===== src/rtl/led_strip_sequencer.sv =====
// Frame sequencer for a chain of WS2812B LEDs: snapshots the on/off request vector,
// hands one GRB word per LED to a serial driver, then holds the line idle for the latch gap.
// Optional feature: define LED_STRIP_SEQ_AUTO_REFRESH_EN to start a frame automatically
// whenever leds differs from the last transmitted snapshot.
module led_strip_sequencer #(
  parameter int unsigned CLK_FREQ = 27_000_000,
  parameter int unsigned N_LEDS   = 16,
  parameter logic [23:0] COLOR    = 24'h000f00,
  parameter int unsigned GAP_US   = 300
) (
  input  logic              clk,
  input  logic              rst,
  input  logic [N_LEDS-1:0] leds,
  input  logic              start,
  input  logic              drv_busy,
  input  logic              drv_latched,
  output logic              drv_ready,
  output logic [23:0]       drv_rgb,
  output logic              frame_busy,
  output logic              frame_done
);

  localparam int unsigned GAP_CYCLES = CLK_FREQ / 1_000_000 * GAP_US;
  localparam int unsigned GW = $clog2(GAP_CYCLES + 1);
  localparam int unsigned IW = $clog2(N_LEDS);

  localparam logic [IW-1:0] IDX_LAST    = IW'(N_LEDS - 1);
  localparam logic [GW-1:0] GAP_LAST    = GW'(GAP_CYCLES - 1);
  // Count value one before the last gap cycle; frame_done is registered, so it is
  // raised on this edge to be high during the last gap cycle itself.
  localparam logic [GW-1:0] GAP_PRELAST = GW'(GAP_CYCLES - 2);

  typedef enum logic [1:0] {StIdle, StSend, StDrain, StGap} state_t;

  state_t            state;
  logic [N_LEDS-1:0] snap;
  logic [IW-1:0]     idx;
  logic [GW-1:0]     gap_cnt;
  logic              pend;
  logic [IW-1:0]     idx_next;
  logic              go;

`ifdef LED_STRIP_SEQ_AUTO_REFRESH_EN
  logic [N_LEDS-1:0] last_snap;
`endif

  // Next LED index and the frame-start condition seen in IDLE
  always_comb begin
    idx_next = idx + IW'(1);
`ifdef LED_STRIP_SEQ_AUTO_REFRESH_EN
    go = start | pend | (leds != last_snap);
`else
    go = start | pend;
`endif
  end

  // Frame FSM with registered driver-side and status outputs
  always_ff @(posedge clk or posedge rst) begin
    if (rst) begin
      state      <= StIdle;
      snap       <= '0;
      idx        <= '0;
      gap_cnt    <= '0;
      pend       <= 1'b0;
      drv_ready  <= 1'b0;
      drv_rgb    <= 24'h0;
      frame_busy <= 1'b0;
      frame_done <= 1'b0;
`ifdef LED_STRIP_SEQ_AUTO_REFRESH_EN
      last_snap  <= '0;
`endif
    end else begin
      frame_done <= 1'b0;
      case (state)
        StIdle: begin
          if (go) begin
            state      <= StSend;
            snap       <= leds;
            idx        <= '0;
            pend       <= 1'b0;
            drv_ready  <= 1'b1;
            drv_rgb    <= leds[0] ? COLOR : 24'h0;
            frame_busy <= 1'b1;
`ifdef LED_STRIP_SEQ_AUTO_REFRESH_EN
            last_snap  <= leds;
`endif
          end
        end
        StSend: begin
          if (start) pend <= 1'b1;
          if (drv_latched) begin
            if (idx == IDX_LAST) begin
              state     <= StDrain;
              drv_ready <= 1'b0;
              drv_rgb   <= 24'h0;
            end else begin
              idx     <= idx_next;
              drv_rgb <= snap[idx_next] ? COLOR : 24'h0;
            end
          end
        end
        StDrain: begin
          if (start) pend <= 1'b1;
          if (!drv_busy) begin
            state      <= StGap;
            gap_cnt    <= '0;
            frame_done <= (GAP_CYCLES == 1);
          end
        end
        StGap: begin
          if (gap_cnt == GAP_LAST) begin
            // A start arriving on this very cycle stays pending for the next frame
            pend <= start;
            if (pend) begin
              state     <= StSend;
              snap      <= leds;
              idx       <= '0;
              drv_ready <= 1'b1;
              drv_rgb   <= leds[0] ? COLOR : 24'h0;
`ifdef LED_STRIP_SEQ_AUTO_REFRESH_EN
              last_snap <= leds;
`endif
            end else begin
              state      <= StIdle;
              frame_busy <= 1'b0;
            end
          end else begin
            if (start) pend <= 1'b1;
            gap_cnt    <= gap_cnt + GW'(1);
            frame_done <= (gap_cnt == GAP_PRELAST);
          end
        end
        default: begin
          state      <= StIdle;
          frame_busy <= 1'b0;
          drv_ready  <= 1'b0;
          drv_rgb    <= 24'h0;
        end
      endcase
    end
  end

endmodule


===== config.mk =====
export PLATFORM = sky130hd
export DESIGN_NAME = led_strip_sequencer
export DESIGN_NICKNAME = d
export VERILOG_FILES = /design/src/rtl/led_strip_sequencer.sv
export SDC_FILE = /design/constraint.sdc
export NUM_CORES = 1
export LEC_CHECK = 0
export ABC_AREA = 1
export BUFFER_PORTS_ARGS = -buffer_cell sky130_fd_sc_hd__buf_2
export CAP_MARGIN = 20
export CORE_MARGIN = 10
export CORE_UTILIZATION = 57
export DETAILED_ROUTE_END_ITERATION = 12
export PLACE_DENSITY = 0.82
export SYNTH_ARGS = -nofsm -noshare
export SYNTH_HDL_FRONTEND = slang
export SYNTH_SLANG_ARGS = --single-unit

===== constraint.sdc =====
create_clock -name clk -period 4.43 [get_ports clk]
set_input_delay 0.2215 -clock clk [delete_from_list [all_inputs] [get_ports clk]]
set_output_delay 0.2215 -clock clk [all_outputs]
set_load 0.02 [all_outputs]

==> Word level (Yosys, flattened, before mapping) <==
Cells that the tools add are included.
{ "word_totals": {"register_bits": 63, "input_bits": 21, "output_inout_bits": 27, "wordCells": 85} }
{ "op_classes": {"n_addsub": 2, "n_lt_le_gt_ge": 1, "eq_ne": 15, "muxes": 45, "n_bitwise": 1, "n_reduce_logical": 12} }
{ "ops": {"columns": ["cell", "count"], "rows": [
  ["$mux W24", 4],
  ["$pmux W24 S3", 1],
  ["$mux W16", 3],
  ["$mux W12", 3],
  ["$pmux W16 S2", 1],
  ["$eq A13 B13 Y1 const B", 2],
  ["$mux W13", 2],
  ["$pmux W13 S2", 1],
  ["$mux W4", 5],
  ["$ne A2 B2 Y1 const B", 9],
  ["$mux W1", 14],
  ["$add A13 B1 Y13 const B", 1],
  ["$pmux W4 S3", 1],
  ["$reduce_and A6 Y1", 2],
  ["$mux W2", 5],
  ["$reduce_and A5 Y1", 2],
  ["$pmux W2 S4", 1],
  ["$reduce_and A4 Y1", 2],
  ["$pmux W1 S3", 2],
  ["$lt A4 B5 Y1 const B", 1],
  ["$add A4 B1 Y4 const B", 1],
  ["$bmux W1 S4", 1],
  ["$eq A2 B2 Y1 const B", 2],
  ["$eq A4 B4 Y1 const B", 1],
  ["other kinds (8)", 9]
]} }

==> Longest topological paths before layout <==
{ "depth": {"ltp_word": 7, "ltp_mapped": 11, "depth_no_buf": 10} }

==> Worst setup path after synthesis <==
No wires, ideal clock.
{ "synth_timing": {"path_type": "register -> register", "start": "reg gap_cnt[0]", "end": "reg gap_cnt[11]", "setup_time_ns": 0.116, "arrival_ns": 1.484, "setup_slack_ns": 2.830, "stages_incl_launch_ff": 12, "path_buffers": 1, "synth_period_minus_slack_ns": 1.600, "path_cell_list": "dfrtp_1 > ha_1 > inv_1 > nor3_1 > nand3_2 > nand2_4 > nand2_4 > nand2_8 > inv_6 > buf_12 > nand2_1 > nand2_1"} }
{ "synth_via": {"elab_chain_cells": 3, "elab_cells_between_ends": 6} }
{ "synth_lines": {"columns": ["element", "line", "rtl"], "rows": [
  ["start: declaration", "38", "logic [GW-1:0] gap_cnt;"],
  ["start signal: assignment", "129", "gap_cnt <= gap_cnt + GW'(1);"],
  ["$add A13 B1 Y13 / $eq A13 B13 Y1 (equally long branches)", "129, 111", null],
  ["$mux W13 / $ne A2 B2 Y1 (equally long branches)", null, null],
  ["$pmux W13 S2 / $reduce_and A3 Y1 (equally long branches)", null, null]
]} }
Several ways; a longest one is shown, not always the timed one. The select of a mux whose other input is x is not followed.
A chain may end at the register's enable or synchronous reset.

==> Worst setup path after layout <==
{ "layout_timing": {"start": "reg state[1]", "end": "reg snap[8]"} }
{ "layout_via": {"elab_chain_cells": 3, "elab_cells_between_ends": 8} }
{ "layout_lines": {"columns": ["element", "line", "rtl"], "rows": [
  ["start: declaration", "35", "state_t state;"],
  ["start signal: assignment", "60", "state <= StIdle;"],
  ["start signal: assignment", "77", "state <= StSend;"],
  ["start signal: assignment", "93", "state <= StDrain;"],
  ["$eq A2 B2 Y1 / $logic_not A2 Y1 (equally long branches)", "74", "case (state)"],
  ["$ne A2 B2 Y1 (no line) / $reduce_bool A2 Y1 (equally long branches)", null, null],
  ["$reduce_and A4 Y1 (no line)", null, null],
  ["end signal: assignment", "78", "snap <= leds;"],
  ["end signal: assignment", "116", "snap <= leds;"],
  ["end: declaration", "36", "logic [N_LEDS-1:0] snap;"]
]} }
Several ways; a longest one is shown, not always the timed one.

==> metrics.md <==
| Metric | Value |
|---|---|
| Outcome | `completed` |
| Total inserted antenna cells | `0` |
| Yosys top cell area share | `0.389` |
| Register area share after synthesis | `0.389` |
| Post-CTS Setup Repair Bufs | `0` |
| Pwr Total | `about 1.8 mW` |
| Critical path class | `flop to flop` |
| Vias per cell | `slightly below 5` |
| Pins Over Slew Limit | `0` |
| Final min period | `between 2 and 2.5 ns` |
| Routed WL per cell | `around 12 um` |
| Area of the die | `approximately 7600 um2` |
| Number of flops mapped to enable cells by yosys | `0` |
| Vias | `2031` |
| Core area | `4350 um2` |
| Synth Instances | `333` |
| Final hold violation count | `0` |
| Number of synthesized register bits | `40` |
| First-pass GRT wire length | `8470 um` |
| Share of layout cells above drive strength 1 | `0.151` |
| Synth warn | `0` |
| Port Buffers | `27` |
| HP Class | `input port to asynchronous set/reset pin` |
| Crit path arrival time | `about 2.2 ns` |
| # clock sinks | `40` |
| Avg Cell Area, Syn | `7.72 um2` |
| Worst EP required | `between 4 and 5 ns` |
| GPL Wtd Cong | `0.837` |
| Clk_skew | `between 0.01 and 0.015 ns` |
| Clock root buffer | `clkbuf_8` |
| Setup crit start kind | `flop` |
| Endpoint type of the worst setup path | `flop` |
| I/O pin count | `48` |
| Fmax | `a little under 500 MHz` |
| Setup violators final | `0` |
| Max-slew headroom | `0.658` |
| Synthesized area | `2570 um2` |
| Hpwl dp | `between 3000 and 4000 um` |
| Hold Slack | `around 0.032 ns` |
| Slowest cell delay on critical path | `around 0.44 ns` |
| Largest net degree at the start of global routing | `41` |
| Starting density of the core | `0.591` |
| Largest cells by area after synthesis | `dfrtp_1 (39%), nand2_1 (12%), buf_4 (7.0%), nor2_1 (6.0%), inv_1 (5.4%)` |
| Clock-pin slew on the worst setup and hold paths | `roughly 0.090 ns` |
| Num CTS Buffers | `5` |
| Antenna viol nets, final | `0` |
| Initial DRC count | `approximately 180` |
| Leakage | `roughly 1.4 nW` |
| Total grt overflow | `0` |
| Area delta synth->final | `6.18%` |
| P per Cell Area | `about 650 nW/um2` |
| Routed wire length | `4860 um` |
| Final #Nets | `between 300 and 400` |
| Post-route setup TNS | `0 ns` |
| Top FF cell, synth | `dfrtp_1` |
| Worst slew pin tran | `roughly 0.51 ns` |
| CTS tree | `yes` |
| Crit-path max FO | `32` |
| Max cap viols | `0` |
| Async SR Flop Fraction | `1.00` |
| Maximum buffer depth of the clock tree | `2` |
| Crit-path slowest cell | `dfrtp_1` |
| Initial antenna violation count | `0` |
| RSZ-0062 raised after global routing | `no` |
| FP Rows | `24` |
| Final worst-path cycle share | `0.466` |
| Chip Height | `between 80 and 90 um` |
| Cells along the critical path | `ha_1 > inv_1 > o21a_1 > nand3_4 > nor2_1 > a21oi_1` |
| Htree depth | `2` |
| Worst ir drop on vdd | `~0.58 mV` |
| CTS-repair resized insts | `0` |
| GRT Total Usage | `0.132` |
| DRC Markers | `0` |
| Clock Latency Late Sink | `roughly 0.3 ns` |
| Vias in the first global route | `approximately 2000` |
| First-pass DRT Iterations | `4` |
| Chip width | `roughly 87 um` |
| Netlist cell types | `32` |
| Post-cts hold buffer count | `0` |
| Leading area contributor after synthesis | `dfrtp_1` |
[cells in the final DEF (no fill, tap or decap)]
| master | synthesis | routed |
|---|---|---|
| buf_2 | 1 | 27 |
| a211oi_1 | 1 | 1 |
| clkinvlp_4 | 0 | 1 |
| ha_1 | 9 | 9 |
| o21ai_0 | 12 | 12 |
| nor3b_2 | 1 | 1 |
| o21ai_1 | 1 | 1 |
| nor3_2 | 1 | 1 |
| nand2_8 | 1 | 1 |
| nand2_1 | 79 | 79 |
| or2_2 | 1 | 1 |
| nand3_2 | 2 | 2 |
| nand4_1 | 3 | 3 |
| bufinv_16 | 0 | 1 |
| o21a_1 | 1 | 1 |
| xnor2_1 | 2 | 2 |
| nand2_2 | 2 | 2 |
| dfrtp_1 | 40 | 40 |
| buf_4 | 24 | 1 |
| o21ai_2 | 6 | 6 |
| nand3b_1 | 1 | 1 |
| a21oi_1 | 18 | 18 |
| nor3_1 | 7 | 7 |
| xor2_1 | 10 | 10 |
| inv_1 | 37 | 37 |
| clkbuf_8 | 0 | 5 |
| inv_6 | 1 | 2 |
| nand3_4 | 1 | 1 |
| nand3_1 | 22 | 22 |
| nor2_1 | 41 | 41 |
| conb_1 | 1 | 20 |
| nand2_4 | 2 | 2 |
[layer usage]
layer  wire (um)  track usage
met5           0            0
met4          30       0.0391
met3         356       0.0346
met2        2200        0.219
met1        2270        0.163
[registers in the layout, summed over array words and instances (netlist names)]
register	count
snap	16
gap_cnt	13
idx	4
state	2
drv_ready	1
drv_rgb	1
frame_busy	1
frame_done	1
pend	1
[per-stage QoR]
step	cells	utilization	setup slack (ns)	cell area, um2
after floorplan	352	-	2.83	2640
after global placement	402	0.601	2.43	2620
after detailed placement	402	0.601	2.37	2620
after CTS	410	0.627	2.35	2730
after global routing	410	0.627	2.12	2730
final	410	0.627	2.37	2730
[critical path, delay by kind of cell, from the launching register on]
family                   cells  cell delay [ns]
adder cells (fa/ha/maj)      1             0.33
buffers and inverters        1             0.35
AO/OA/AOI/OAI                2             0.35
flip-flops                   1             0.44
AND/OR/NAND/NOR              2             0.47
[final timing paths]
kind / slack (ns) / endpoint / cells past startpoint / startpoint
max reg2reg: 2.37 / snap[8] / 6 / state[1]
min reg2reg: 0.50 / frame_busy / 2 / frame_busy
max in group asynchronous: 4.05 / gap_cnt[3] / 3 / rst
max: 2.37 / snap[8] / 6 / state[1]
min: 0.03 / snap[11] / 3 / rst
min in group clk: 0.16 / snap[1] / 3 / leds[1]
[where the power goes]
part	switching [mW]	total, mW	internal [mW]
Combinational	0.600	0.891	0.291
Clock	0.138	0.307	0.170
Sequential	0.0740	0.566	0.492
[logic make-up after synthesis]
logic type | after synthesis | share of synthesized area
AND/OR/NAND/NOR | 164 | 0.289
buffers and inverters | 68 | 0.149
flip-flops | 40 | 0.389
AO/OA/AOI/OAI | 39 | 0.0866
XOR/XNOR | 12 | 0.0409
adder cells (fa/ha/maj) | 9 | 0.0438
other | 1 | 0.00146
[cell usage after synthesis (2+ instances only)]
cell type	count
nand2_1	79
nand3_2	2
clkbuf_1	2
nand2_4	2
dfrtp_1	40
nand2_2	2
o21ai_0	12
nor3_1	7
xor2_1	10
buf_6	2
nand4_1	3
xnor2_1	2
inv_1	37
buf_4	24
o21ai_2	6
nand3_1	22
nor2_1	41
a21oi_1	18
ha_1	9
[area by class of cell]
type | count | area (um2)
Fill cell | 374 | 1620
Multi-Input combinational cell | 244 | 1260
Sequential cell | 40 | 1000
Inverter | 38 | 148
Timing Repair Buffer | 28 | 143
Clock buffer | 5 | 68.8
Tap cell | 52 | 65.1
Clock inverter | 3 | 46.3
(Power assumes the default switching activity.)
